**config.mk**
```make
export PLATFORM = sky130hd
export DESIGN_NAME = atm_transaction
export DESIGN_NICKNAME = d
export VERILOG_FILES = /design/src/rtl/atm_pkg.sv /design/src/rtl/atm_transaction_balance_alu.sv /design/src/rtl/atm_transaction.sv
export SDC_FILE = /design/constraint.sdc
export NUM_CORES = 1
export LEC_CHECK = 0
export ABC_AREA = 1
export CORE_UTILIZATION = 45
export CTS_CLUSTER_SIZE = 25
export DETAILED_ROUTE_END_ITERATION = 6
export GPL_TIMING_DRIVEN = 0
export PLACE_DENSITY = 0.68
export SYNTH_ARGS = -nofsm -noshare
export SYNTH_HDL_FRONTEND = slang
export SYNTH_SLANG_ARGS = --single-unit
```
**constraint.sdc**
```tcl
create_clock -name clk -period 6.15 [get_ports clk]
set_input_delay 1.845 -clock clk [delete_from_list [all_inputs] [get_ports clk]]
set_output_delay 1.845 -clock clk [all_outputs]
set_load 0.01 [all_outputs]
```
**src/rtl/atm_pkg.sv**
```systemverilog
// Shared ATM definitions: operation codes, FSM state encoding, parameter defaults.
// Latency: n/a (package only).
// Backpressure: n/a (package only).
package atm_pkg;

    localparam int BALANCE_WIDTH_DEF = 20;
    localparam int MAX_TRIES_DEF     = 3;

    // Operation select codes as presented on op_sel.
    typedef enum logic [1:0] {
        OP_INQ  = 2'b00,
        OP_DEP  = 2'b01,
        OP_WD   = 2'b10,
        OP_EXIT = 2'b11
    } op_t;

    typedef enum logic [2:0] {
        ST_IDLE   = 3'd0,
        ST_AUTH   = 3'd1,
        ST_MENU   = 3'd2,
        ST_EXEC   = 3'd3,
        ST_DONE   = 3'd4,
        ST_LOCKED = 3'd5
    } state_t;

endpackage

```
**src/rtl/atm_transaction_balance_alu.sv**
```systemverilog
// Balance ALU: applies inquiry/deposit/withdraw to the working balance.
// Latency: purely combinational.
// Backpressure: none; result is valid whenever the inputs are.
//
// Ports: i_bal working balance, i_amt operand, i_op operation,
//        o_result committed balance, o_ovf deposit overflow, o_borrow withdraw underflow.
module balance_alu
    import atm_pkg::*;
#(
    parameter int W = BALANCE_WIDTH_DEF
) (
    input  logic [W-1:0] i_bal,
    input  logic [W-1:0] i_amt,
    input  op_t          i_op,
    output logic [W-1:0] o_result,
    output logic         o_ovf,
    output logic         o_borrow
);

    // One extra bit so the carry/borrow is visible instead of wrapping.
    logic [W:0] w_sum;
    logic [W:0] w_diff;

    assign w_sum  = {1'b0, i_bal} + {1'b0, i_amt};
    assign w_diff = {1'b0, i_bal} - {1'b0, i_amt};

    always_comb begin
        o_result = i_bal;
        o_ovf    = 1'b0;
        o_borrow = 1'b0;
        case (i_op)
            OP_DEP: begin
                o_ovf = w_sum[W];
                if (!w_sum[W]) o_result = w_sum[W-1:0];
            end
            OP_WD: begin
                // amount == balance gives diff 0 with no borrow: legal.
                o_borrow = w_diff[W];
                if (!w_diff[W]) o_result = w_diff[W-1:0];
            end
            default: o_result = i_bal;
        endcase
    end

endmodule

```
**src/rtl/atm_transaction.sv**
```systemverilog
// ATM session controller: card/password authentication, lockout, balance operations.
// Latency: op_valid to op_done is 2 cycles; auth result 2 cycles after pw_valid.
// Backpressure: none; requests outside their legal state are silently dropped.
//
// Ports: clk, rst (async active-low); card_in level; pw_valid/wrong_psw password handshake;
//        balance from card store; op_valid/op_sel/amount request; updated_balance write-back
//        value with op_done strobe; authed/locked status; err_funds/err_ovf reject pulses.
module atm_transaction
    import atm_pkg::*;
#(
    parameter int balance_width = BALANCE_WIDTH_DEF,
    parameter int max_tries     = MAX_TRIES_DEF
) (
    input  logic                     clk,
    input  logic                     rst,
    input  logic                     card_in,
    input  logic                     pw_valid,
    input  logic                     wrong_psw,
    input  logic [balance_width-1:0] balance,
    input  logic                     op_valid,
    input  logic [1:0]               op_sel,
    input  logic [balance_width-1:0] amount,
    output logic [balance_width-1:0] updated_balance,
    output logic                     op_done,
    output logic                     authed,
    output logic                     err_funds,
    output logic                     err_ovf,
    output logic                     locked
);

    localparam int TRIES_W = $clog2(max_tries + 1);

    state_t                   r_state;
    state_t                   w_next;
    logic [TRIES_W-1:0]       r_tries;
    logic [TRIES_W-1:0]       w_tries_inc;
    logic [balance_width-1:0] r_work_bal;
    op_t                      r_op;
    logic [balance_width-1:0] r_amount;
    logic                     r_err_funds;
    logic                     r_err_ovf;
    op_t                      w_op_sel;
    logic                     w_exit_req;
    logic [balance_width-1:0] w_alu_result;
    logic                     w_alu_ovf;
    logic                     w_alu_borrow;

    assign w_op_sel    = op_t'(op_sel);
    assign w_tries_inc = r_tries + 1'b1;
    assign w_exit_req  = (r_state == ST_MENU) && op_valid && (w_op_sel == OP_EXIT);

    balance_alu #(.W(balance_width)) u_alu (
        .i_bal    (r_work_bal),
        .i_amt    (r_amount),
        .i_op     (r_op),
        .o_result (w_alu_result),
        .o_ovf    (w_alu_ovf),
        .o_borrow (w_alu_borrow)
    );

    always_ff @(posedge clk or negedge rst) begin
        if (!rst) r_state <= ST_IDLE;
        else      r_state <= w_next;
    end

    always_comb begin
        w_next = r_state;
        case (r_state)
            ST_IDLE:   if (pw_valid) w_next = ST_AUTH;
            ST_AUTH: begin
                if (!wrong_psw)                                   w_next = ST_MENU;
                else if (w_tries_inc == TRIES_W'(max_tries))      w_next = ST_LOCKED;
                else                                              w_next = ST_IDLE;
            end
            ST_MENU: begin
                if (op_valid) w_next = (w_op_sel == OP_EXIT) ? ST_IDLE : ST_EXEC;
            end
            ST_EXEC:   w_next = ST_DONE;
            ST_DONE:   w_next = ST_MENU;
            ST_LOCKED: w_next = ST_LOCKED;
            default:   w_next = ST_IDLE;
        endcase
        // Card removal overrides everything, including a pending DONE.
        if (!card_in) w_next = ST_IDLE;
    end

    always_ff @(posedge clk or negedge rst) begin
        if (!rst) begin
            r_tries <= '0;
        end else if (!card_in) begin
            r_tries <= '0;
        end else if (r_state == ST_AUTH) begin
            r_tries <= wrong_psw ? w_tries_inc : '0;
        end else if (w_exit_req) begin
            r_tries <= '0;
        end
    end

    always_ff @(posedge clk or negedge rst) begin
        if (!rst) begin
            r_op     <= OP_INQ;
            r_amount <= '0;
        end else if (card_in && (r_state == ST_MENU) && op_valid && (w_op_sel != OP_EXIT)) begin
            r_op     <= w_op_sel;
            r_amount <= amount;
        end
    end

    // Working balance tracks the card store until authenticated, then is owned here.
    always_ff @(posedge clk or negedge rst) begin
        if (!rst) begin
            r_work_bal <= '0;
        end else if ((r_state == ST_IDLE) || (r_state == ST_AUTH)) begin
            r_work_bal <= balance;
        end else if ((r_state == ST_EXEC) && card_in) begin
            r_work_bal <= w_alu_result;
        end
    end

    // Error flags are captured in EXEC so they line up with op_done in DONE.
    always_ff @(posedge clk or negedge rst) begin
        if (!rst) begin
            r_err_funds <= 1'b0;
            r_err_ovf   <= 1'b0;
        end else begin
            r_err_funds <= (r_state == ST_EXEC) && card_in && w_alu_borrow;
            r_err_ovf   <= (r_state == ST_EXEC) && card_in && w_alu_ovf;
        end
    end

    assign updated_balance = r_work_bal;
    assign op_done         = (r_state == ST_DONE) && card_in;
    assign err_funds       = r_err_funds && card_in;
    assign err_ovf         = r_err_ovf && card_in;
    assign authed          = (r_state == ST_MENU) || (r_state == ST_EXEC) || (r_state == ST_DONE);
    assign locked          = (r_state == ST_LOCKED);

endmodule

```
==> run metrics <==
share of layout cells above drive strength 1=5.37%; core area=10400 um^2; CP max FO=7; fillers=~1100; highest clock rate=roughly 0.21 GHz; slew margin rel.=45.5%; fin nets=slightly below 1000; Synth cell types=41; clock sinks=between 40 and 50; status=finished clean; Max Root-Sink Buffers=2; Post-synth EDFFs=0; global-route wire length before repair=25600 um; Design Power=around 3500 uW; Worst Path Required=around 4300 ps; part of the cycle the worst path needs=between 70 and 80%; Final setup viols=0; total track usage=about 30%; clock slew at reported path FFs=90 ps; hold buffers post-CTS=0; via count=between 5000 and 6000; routed vias/inst=roughly 5.3; Clock power frac=between 5 and 6%; final hold violations=0; initial core utilization=a little under half; vias in the first global route=about 5000; Syn Inst Count=~800; Clk Latency, worst-skew pair=around 330 ps; Pwr Density=596 nW/um^2; clock root buffer master=clkbuf_8; min Tclk post-route=about 4800 ps; crit-path cells=clkbuf_1, inv_1, nor2_1, clkdlybuf4s50_1; Die Width=106 um; Core Util, Final=between 50% and 60%; top_reg_cell synth=dfrtp_1; CP endpoint kind=output pin; maximum VDD drop=around 0.28 mV; RSZ-0062 raised after global routing=no; Post-CTS Setup Inserts=0; antenna violations before repair=0; total gr overflow=0; largest net degree at the start of global routing=27; H-tree depth=2; Area growth syn-to-layout=20.0%; Post-Layout Cell Count=1011; Int Pwr=approximately 1500 uW; Crit path max-delay family=buffers and inverters; total net switching power=slightly above 2000 uW; register area=approximately 1200 um^2; HPWL Detailed=~13000 um; worst path buffer plus inverter count=3; Setup Skew=roughly 4.5 ps; Seq cells post-synth=just under 50; Synth Cell Area=4880 um^2; CTS tree=yes; Final GP Congestion=around 0.93; # DRC=0; Port Buf Inserts=between 70 and 80; switch share=roughly 58%; Max Slew Vio Count=0; Cell Rows=37; Cells after DPL=between 1000 and 1500; syn_nets=between 800 and 900; Yosys warning total=0; Final ANT Viol Nets=0; Async S/R FF share, synth=100%; Crit path largest cell delay=between 500 and 600 ps; Routed WL=around 16000 um; Worst path slowest cell=clkdlybuf4s50_1; critical path startpoint category=input port; max_cap viols=0; setup_tns=0 ps; drt initial violations=around 400; Avg WL per Cell=between 15 and 20 um; area of the multi-input gates=3100 um^2; sequential fraction of the synthesis area=between 20% and 30%; ant diodes=0; Setup CP Type=input port to output pin; DIE AREA=roughly 11000 um^2; DIE HEIGHT=between 100 and 150 um; logic gate share of total power=77.8%; IO Pins=between 70 and 80; register-to-register setup slack=roughly 3500 ps; sequential power share=16.4%; Critical Path AT=approximately 2900 ps; Hold Path Class=flop to flop; First-pass DRT Iterations=5; worst slew pin tran=a little over 800 ps; Lkg Pwr=about 0.0031 uW; number of gates resized after cts=0; Avg Inst Size Synth=between 6 and 7 um^2; CTS buffer count=5
==> tightest hold or removal path: stages, from the launching register on <==
cell     delay (ps)
dfrtp_1         330
inv_1            60
mux2i_1         110
==> routing by layer <==
layer	global-route usage [%]	up-vias	wire length [um]
met4	7.34	0	313
met5	0	-	0
met2	49.7	198	7340
met1	40.4	2491	7530
met3	3.68	28	986
li1	-	2653	-
==> through the flow <==
step	setup WS [ps]	hold WS, ps	area [um^2]
2_1_floorplan	1970	502	4880
3_3_place_gp	1430	512	5760
3_5_place_dp	1390	530	5780
4_1_cts	1370	544	5860
5_1_grt	1300	556	5860
6_report	1370	540	5860
==> layout by cell type (no fill, tap or decap), types with 2 or more instances in the layout <==
cell type,n
nand2_1,280
inv_1,100
nor2_1,96
clkdlybuf4s50_1,70
a21oi_1,58
dfrtp_1,49
nand3_1,46
ha_1,41
o21ai_0,30
clkbuf_1,12
nand4_1,10
nor3_1,7
buf_2,7
o21bai_1,7
buf_4,5
nand2_2,5
or2_2,5
clkbuf_8,5
nor2_2,4
nor4_1,3
and2_1,3
nand3b_1,3
clkbuf_2,2
buf_6,2
nand3_2,2
buf_12,2
mux2_2,2
xor2_1,2
fa_1,2
==> Yosys cell counts, types with 3 or more instances <==
cell type / number / area [um^2]
o21bai_1: 7 / 52.6
o21ai_0: 30 / 150
inv_1: 100 / 375
nand3_1: 46 / 230
nand3b_1: 3 / 22.5
buf_2: 6 / 30.0
dfrtp_1: 49 / 1230
nor3_1: 7 / 35.0
nand4_1: 10 / 62.6
or2_2: 5 / 31.3
and2_1: 3 / 18.8
clkbuf_1: 11 / 41.3
buf_4: 5 / 37.5
a21oi_1: 58 / 290
nand2_2: 5 / 31.3
nor4_1: 3 / 18.8
nor2_2: 4 / 25.0
ha_1: 41 / 513
nor2_1: 96 / 360
nand2_1: 280 / 1050
==> power by group through the flow <==
stage                     logic (uW)  registers [uW]  clock network [uW]
final                           2720             573                 200
after floorplan                 1810             582                   0
after global routing            3010             595                 213
after CTS                       2670             572                 203
after global placement          2640             567                   0
after detailed placement        2660             578                   0
==> flip-flops by register name, indices dropped and copies added (netlist names) <==
register and cells:
r_amount 20, r_err_funds 1, r_err_ovf 1, r_op 2, r_state 3, r_tries 2
updated_balance 20
==> worst paths after layout <==
check	from	end	depth (start not counted)
min reg2reg	r_tries[0]$_DFFE_PN0P_	r_tries[0]$_DFFE_PN0P_	2
min in group asynchronous	rst	r_amount[5]$_DFFE_PN0P_	1
max reg2reg	updated_balance[19]$_DFFE_PN0P_	updated_balance[1]$_DFFE_PN0P_	14
min	r_tries[0]$_DFFE_PN0P_	r_tries[0]$_DFFE_PN0P_	2
max	card_in	op_done	4
max in group asynchronous	rst	r_state[2]$_DFFE_PN0P_	2
==> cell families (layout without fill, tap and decap cells) <==
family                     count (synthesis)  after routing  synth area share, %
and+or+nand+nor                          466            466                 39.6
buffers and inverters                    129            208                 11.3
AOI/OAI and AO/OA                        104            104                 11.6
DFF                                       49             49                 25.1
adders and majority gates                 43             43                 11.3
muxes                                      3              3                0.667
xor gates and xnor gates                   2              2                0.359
==> layout make-up <==
cell class                 count  area share (%)
multi-input combinational    618            53.0
sequential                    49            20.9
timing repair buffer          72            12.4
inverter                     102            6.62
tap                          136            2.91
buffer                        27            2.76
clock buffer                   6            1.24
clock inverter                 1           0.150
Note: power is estimated with default switching activity, not from simulation.
